File: src/rtl/crem_sync_pkg.sv
// Shared constants for the handshake data synchroniser.
//   EN_LEVEL / EN_TOGGLE : encodings for the enable mode parameter
//   MIN_SYNC_STAGES      : smallest synchroniser depth considered metastability-safe
package crem_sync_pkg;

    localparam int unsigned EN_LEVEL        = 0;
    localparam int unsigned EN_TOGGLE       = 1;
    localparam int unsigned MIN_SYNC_STAGES = 2;

endpackage

File: src/rtl/sync_chain.sv
// Single-bit multi-flop synchroniser.
// Ports:
//   clk : destination clock
//   rst : synchronous active-low reset, clears every stage
//   d   : asynchronous input bit
//   q   : synchronised output (last stage)
module sync_chain
    import crem_sync_pkg::*;
#(
    parameter int unsigned NUM_STAGES = 2
) (
    input  logic clk,
    input  logic rst,
    input  logic d,
    output logic q
);

    if (NUM_STAGES < MIN_SYNC_STAGES) begin : g_bad_depth
        $error("sync_chain: NUM_STAGES must be >= %0d", MIN_SYNC_STAGES);
    end

    logic [NUM_STAGES-1:0] stage_q;

    always_ff @(posedge clk) begin
        if (!rst) begin
            stage_q <= '0;
        end else begin
            stage_q <= {stage_q[NUM_STAGES-2:0], d};
        end
    end

    assign q = stage_q[NUM_STAGES-1];

endmodule

File: src/rtl/data_sync_hs.sv
// Multi-bit bus synchroniser with valid/ack handshake and overrun accounting.
// Only bus_enable crosses through a synchroniser; unsync_bus is sampled when the
// synchronised enable produces an event, relying on the source holding it stable.
// Ports:
//   clk          : system clock
//   rst          : synchronous active-low reset
//   unsync_bus   : asynchronous data word
//   bus_enable   : asynchronous enable (level: rising edge; toggle: any change)
//   sync_ack     : consumer has taken sync_bus
//   ovr_clr      : clears overrun and drop_cnt
//   sync_bus     : captured data, stable between accepted events
//   enable_pulse : one-cycle strobe when sync_bus is loaded
//   sync_valid   : data held, awaiting ack
//   overrun      : sticky, an event arrived while data was still unacknowledged
//   drop_cnt     : saturating overrun event counter
module data_sync_hs
    import crem_sync_pkg::*;
#(
    parameter int unsigned           BUS_WIDTH  = 8,
    parameter int unsigned           NUM_STAGES = 2,
    parameter int unsigned           EN_MODE    = 0,
    parameter int unsigned           OVERWRITE  = 0,
    parameter int unsigned           CNT_W      = 4,
    parameter logic [BUS_WIDTH-1:0]  RST_VAL    = '0
) (
    input  logic                 clk,
    input  logic                 rst,
    input  logic [BUS_WIDTH-1:0] unsync_bus,
    input  logic                 bus_enable,
    input  logic                 sync_ack,
    input  logic                 ovr_clr,
    output logic [BUS_WIDTH-1:0] sync_bus,
    output logic                 enable_pulse,
    output logic                 sync_valid,
    output logic                 overrun,
    output logic [CNT_W-1:0]     drop_cnt
);

    if (NUM_STAGES < MIN_SYNC_STAGES) begin : g_bad_depth
        $error("data_sync_hs: NUM_STAGES must be >= %0d", MIN_SYNC_STAGES);
    end
    if (EN_MODE > EN_TOGGLE) begin : g_bad_mode
        $error("data_sync_hs: EN_MODE must be 0 (level) or 1 (toggle)");
    end
    if (OVERWRITE > 1) begin : g_bad_ovw
        $error("data_sync_hs: OVERWRITE must be 0 or 1");
    end
    if (CNT_W < 1) begin : g_bad_cnt
        $error("data_sync_hs: CNT_W must be >= 1");
    end

    localparam logic [CNT_W-1:0] CNT_MAX = '1;

    logic                 en_sync;
    logic                 prev_q;
    logic                 evt;
    logic [BUS_WIDTH-1:0] bus_q, bus_d;
    logic                 pulse_q, pulse_d;
    logic                 valid_q, valid_d;
    logic                 ovr_q, ovr_d;
    logic [CNT_W-1:0]     cnt_q, cnt_d;

    sync_chain #(
        .NUM_STAGES (NUM_STAGES)
    ) u_en_sync (
        .clk (clk),
        .rst (rst),
        .d   (bus_enable),
        .q   (en_sync)
    );

    // prev resets to 0 like the chain, so reset release never creates an event.
    assign evt = (EN_MODE == EN_TOGGLE) ? (en_sync ^ prev_q) : (en_sync & ~prev_q);

    always_comb begin
        bus_d   = bus_q;
        pulse_d = 1'b0;
        valid_d = valid_q;
        ovr_d   = ovr_q;
        cnt_d   = cnt_q;

        if (ovr_clr) begin
            ovr_d = 1'b0;
            cnt_d = '0;
        end

        if (evt) begin
            if (!valid_q || sync_ack) begin
                // Ack in the same cycle frees the slot for the new word.
                bus_d   = unsync_bus;
                pulse_d = 1'b1;
                valid_d = 1'b1;
            end else begin
                // Overrun is applied after the clear, so a coincident set wins.
                ovr_d = 1'b1;
                if (cnt_d != CNT_MAX) begin
                    cnt_d = cnt_d + CNT_W'(1);
                end
                if (OVERWRITE != 0) begin
                    bus_d   = unsync_bus;
                    pulse_d = 1'b1;
                end
            end
        end else if (sync_ack) begin
            valid_d = 1'b0;
        end
    end

    always_ff @(posedge clk) begin
        if (!rst) begin
            prev_q  <= 1'b0;
            bus_q   <= RST_VAL;
            pulse_q <= 1'b0;
            valid_q <= 1'b0;
            ovr_q   <= 1'b0;
            cnt_q   <= '0;
        end else begin
            prev_q  <= en_sync;
            bus_q   <= bus_d;
            pulse_q <= pulse_d;
            valid_q <= valid_d;
            ovr_q   <= ovr_d;
            cnt_q   <= cnt_d;
        end
    end

    assign sync_bus     = bus_q;
    assign enable_pulse = pulse_q;
    assign sync_valid   = valid_q;
    assign overrun      = ovr_q;
    assign drop_cnt     = cnt_q;

endmodule

File: config.mk
export PLATFORM = sky130hd
export DESIGN_NAME = data_sync_hs
export DESIGN_NICKNAME = d
export VERILOG_FILES = /design/src/rtl/crem_sync_pkg.sv /design/src/rtl/sync_chain.sv /design/src/rtl/data_sync_hs.sv
export SDC_FILE = /design/constraint.sdc
export NUM_CORES = 1
export LEC_CHECK = 0
export BUFFER_PORTS_ARGS = -buffer_cell sky130_fd_sc_hd__buf_4
export CAP_MARGIN = 0
export CORE_MARGIN = 2
export CORE_UTILIZATION = 40
export CTS_BUF_LIST = sky130_fd_sc_hd__clkbuf_4
export CTS_CLUSTER_DIAMETER = 100
export DETAILED_ROUTE_END_ITERATION = 7
export PLACE_DENSITY = 0.67
export SLEW_MARGIN = 5
export SYNTH_ARGS = -nofsm -noshare
export SYNTH_HDL_FRONTEND = slang
export SYNTH_HIERARCHICAL = 1
export SYNTH_SLANG_ARGS = --single-unit
export TNS_END_PERCENT = 1
File: constraint.sdc
create_clock -name clk -period 1.5 [get_ports clk]
set_clock_uncertainty 0.05 [all_clocks]
set_input_delay 0.3 -clock clk [delete_from_list [all_inputs] [get_ports clk]]
set_output_delay 0.3 -clock clk [all_outputs]
set_load 0.005 [all_outputs]
### Yosys cells after proc, flatten, opt, wreduce, memory -nomap -nowiden

Cells that the tools add are included.

| word-level totals | value |
|---|---|
| bits in registers | 18 |
| input bits | 13 |
| output and inout port bits | 15 |
| logic and storage cells | 29 |

| operators by class | value |
|---|---|
| add/sub/neg operators | 1 |
| eq/ne operators | 2 |
| muxes and demuxes | 11 |
| bitwise operators | 2 |
| reduce and logical (&&, ||, !) cells | 6 |

Operator list:

| kind | number |
|---|---|
| two-way mux 4 bit | 4 |
| two-way mux 1 bit | 7 |
| AND reduction 2 bit | 3 |
| adder 4 x 1 -> 4 bit (second input constant) | 1 |
| inequality test 4 bit (second input constant) | 1 |
| inequality test 2 x 1 -> 1 bit (second input constant) | 1 |
| nonzero test 2 bit | 1 |
| AND 1 bit | 1 |
| logical NOT 1 bit | 1 |
| logical OR 1 bit | 1 |
| inverter 1 bit | 1 |

### Longest topological paths before layout

| logic depth | value |
|---|---|
| depth in word-level cells | 5 |
| gate-level depth with buffers | 5 |
| mapped depth without buffers | 5 |

### Hierarchy

Netlist, hierarchy kept.

Modules (own cells, without submodules):

| module | times used | cells each | area each (µm²) | sequential area each (µm²) |
|---|---|---|---|---|
| data_sync_hs | 1 | 77 | 706.9 | 320.3 |
| sync_chain | 1 | 4 | 52.6 | 40.0 |

### Least setup slack after synthesis

Ideal clock, no wire load.

| path | value |
|---|---|
| path type | input -> register |
| start | in ovr_clr |
| end | reg cnt_q[0], in the netlist drop_cnt[0] |
| setup time | 0.070 ns |
| data arrival time | 1.323 ns |
| data required time | 1.380 ns |
| path slack | 0.057 ns |
| stages | 5 |
| buffers on the path | 0 |
| cells stage by stage | and2b_1 > ha_1 > and4b_4 > or3_1 > a21oi_1 |

| on the way | value |
|---|---|
| longest elaborated chain between the ends | 5 |
| elaborated cells on any way between the ends | 6 |
| those cells by class | add/sub: 1; eq/ne: 1; mux: 4 |

RTL lines:

| what | RTL line | text |
|---|---|---|
| from (decl) | data_sync_hs.sv:31 | `input logic ovr_clr,` |
| two-way mux 4 bit * | data_sync_hs.sv:82 | `if (ovr_clr) begin` |
| adder 4 x 1 -> 4 bit / inequality test 4 bit (equally long branches) | data_sync_hs.sv:97, data_sync_hs.sv:96 |  |
| two-way mux 4 bit | data_sync_hs.sv:96 | `if (cnt_d != CNT_MAX) begin` |
| two-way mux 4 bit | data_sync_hs.sv:88 | `if (!valid_q \|\| sync_ack) begin` |
| two-way mux 4 bit * | data_sync_hs.sv:87 | `if (evt) begin` |
| to (signal assigned) | data_sync_hs.sv:123 | `cnt_q <= cnt_d;` |
| to (decl) | data_sync_hs.sv:61 | `logic [CNT_W-1:0] cnt_q, cnt_d;` |

Every way passes the cells marked *; elsewhere a longest branch is shown, timed or not.
A chain may end at the register's enable or synchronous reset.

### Final worst setup path

| path | value |
|---|---|
| start | reg cnt_q[0], in the netlist drop_cnt[0] |
| end | reg cnt_q[0], in the netlist drop_cnt[0] |

| on the way | value |
|---|---|
| longest elaborated chain between the ends | 5 |
| elaborated cells on any way between the ends | 6 |
| those cells by class | add/sub: 1; eq/ne: 1; mux: 4 |

RTL lines:

| what | RTL line |
|---|---|
| two-way mux 4 bit * | data_sync_hs.sv:82 |
| adder 4 x 1 -> 4 bit / inequality test 4 bit (equally long branches) | data_sync_hs.sv:97, data_sync_hs.sv:96 |
| two-way mux 4 bit | data_sync_hs.sv:96 |
| two-way mux 4 bit | data_sync_hs.sv:88 |
| two-way mux 4 bit * | data_sync_hs.sv:87 |

Marks and branches as above.

==> impl_results.md <==
* Outcome: finished clean
* Register bit total from synthesis at 18
* Unique masters post-synth at 26
* Setup TNS Final at 0 ns
* Hold Vio Cnt, Final at 0
* DIE WIDTH at between 40 and 50 µm
* Syn Inst Count at 81
* Drt total wl at 1670 µm
* Clk slew on worst S/H paths at about 0.10 ns
* Die area at roughly 2300 µm²
* Hold crit path type: input port to register
* Row Count at 15
* Htree depth at 1
* CTS Buffer Depth at 2
* Initial antenna violation count at 0
* Final setup fails at 0
* First-pass GRT wire length at approximately 2600 µm
* CP max stage delay at roughly 0.33 ns
* Core footprint at between 1500 and 2000 µm²
* Synthesized area per cell at around 9.4 µm²
* WP buf/inv at 0
* P&R area growth vs syn at 37.6%
* Largest net degree at the start of global routing at 15
* Cell breakdown of the critical path: nor2b_2, ha_2, and4b_4, or3_4, a21oi_2
* Multi-input combinational cell area at 388 µm²
* Final period util at between 90% and 100%
* Clock latency on the worst-skew pair at ~0.29 ns
* Maximum VDD drop at 0.000692 V
* Tmin final at 1.45 ns
* Max-Cap Viols at 0
* Initial DRC count at 7
* CP delay by family, top: simple AND/OR/NAND/NOR gates
* Post-synthesis sequential area ratio at between 40% and 50%
* Syn Nets at 95
* Pins Over Slew Limit at 0
* Drt first pass iters at 4
* Slowest CP cell: dfxtp_2
* Critical Path RT at approximately 1.7 ns
* Layout cells sized above 1 at between 40% and 50%
* CTS tree: built
* F_max at 0.689 GHz
* DP Area at 995 µm²
* Die Y at between 40 and 50 µm
* Final Instance Area at 1040 µm²
* Cts hold-fix bufs at 0
* Worst-margin pin slew at around 0.44 ns
* Crit-path max FO at 4
* Vias/cell at between 5 and 6
* Synth Cell Area at ~760 µm²
* Boundary pin count at 28
* Inserted Clock Buffers at 3
* Vias in the first global route at 582
* Routed len/inst at 12.3 µm
* Power per cell area at 775 nW/µm²
* Starting Density at roughly 43%
* Total grt overflow at 0
* Async set-reset flop share out of synthesis at 0%
* EDFF count, synth at 0
* Storage cell area at ~360 µm²
* DRC violations left at 0
* RD Place Congestion at a little over 0.8
* Via count at between 600 and 700
* Clk root buf: clkbuf_4
* Layout net count at around 130
* Main synth FF type: dfxtp_1
* Antenna Nets Post-Route at 0
* Post-DP HPWL at about 1200 µm
* I/O Buffers at 27
* Arr. time, crit path at ~1.6 ns
* Critical path class: register to register
* Crit path launch type: register
* GRT Resource Usage Total at between 15 and 20%
* Clk sinks at 18
* Layout filler cell count at 169
* Critical Path Sink Type: register
* Syn. warnings at 6
* ANT cells at 0
* Relative slew slack at 70.7%
* LEAKAGE at between 0.4 and 0.5 nW
[metrics by stage]
step / instances / total power [mW] / utilization (%) / hold WS [ns] / setup slack, ns
floorplan: 81 / 0.539 / - / 0.362 / 0.0566
global placement: 131 / 0.585 / 56.4 / 0.373 / -0.0110
detailed placement: 131 / 0.586 / 56.4 / 0.369 / -0.0374
CTS: 135 / 0.825 / 57.9 / 0.153 / 0.00249
global route: 136 / 0.856 / 59.2 / 0.151 / -0.00368
finish: 136 / 0.809 / 59.2 / 0.165 / 0.0488
[area by class of cell]
class                           count  area share, %
Multi-Input combinational cell     57           37.1
Clock inverter                      1          0.359
Timing Repair Buffer               31           22.3
Clock buffer                        3           2.16
Tap cell                           25           2.99
Inverter                            1          0.359
Sequential cell                    18           34.7
[Yosys cell counts (2+ instances only)]
cell | number | area (µm²)
nand2b_1 | 3 | 18.8
and2_1 | 2 | 12.5
o21ai_0 | 11 | 55.1
nand3_1 | 8 | 40.0
clkbuf_1 | 3 | 11.3
a21oi_1 | 13 | 65.1
nor3_1 | 2 | 10.0
dfxtp_1 | 18 | 360
and2b_1 | 4 | 30.0
[power by group]
| part | switching, mW | total (mW) | internal (mW) |
|---|---|---|---|
| sequential | 0.00768 | 0.497 | 0.490 |
| combinational | 0.0315 | 0.0775 | 0.0460 |
| clock | 0.138 | 0.234 | 0.0966 |
| total | 0.177 | 0.809 | 0.632 |
[cell families after synthesis]
group | after synthesis | synth area share (%)
flops | 18 | 47.4
compound gates | 26 | 18.5
fa+ha+maj | 1 | 1.65
simple gates | 30 | 29.2
buf+inv | 6 | 3.29
[placed cells by master, fill, tap and decap left out, types with 2 or more instances in the layout]
| master | n |
|---|---|
| and2b_1 | 4 |
| dfxtp_1 | 16 |
| o21ai_0 | 11 |
| nand3_1 | 8 |
| clkbuf_4 | 3 |
| dfxtp_2 | 2 |
| a21oi_1 | 12 |
| nor3_1 | 2 |
| nand2b_1 | 3 |
| buf_4 | 31 |
| and2_1 | 2 |
[routing by layer]
layer  track usage (%)  share of wire, %  vias up
met5                 0                 0        -
met2              24.9                47       17
li1                  -                 -      354
met4              4.86              0.72        0
met1              21.4                47      323
met3              5.66               5.4        2
[state kept, by name, summed over array words and instances, names as in the netlist]
register	count
sync_valid	1
sync_bus	8
enable_pulse	1
overrun	1
prev_q	1
drop_cnt	4
u_en_sync/stage_q	2
[final timing paths]
check | from | endpoint | slack (ns) | cells past startpoint
worst max-delay path | drop_cnt[0] | drop_cnt[0] | 0.05 | 5
worst min-delay path | bus_enable | u_en_sync/stage_q[0] | 0.17 | 2
worst max register to register | drop_cnt[0] | drop_cnt[0] | 0.05 | 5
worst min register to register | u_en_sync/stage_q[0] | u_en_sync/stage_q[1] | 0.39 | 1
[repair_timing]
action,4_1_cts,5_1_grt
endpoints found under the setup margin,0,2
buffers inserted,0,1
resized for setup,0,6
Power figures use the tool's default switching activity.
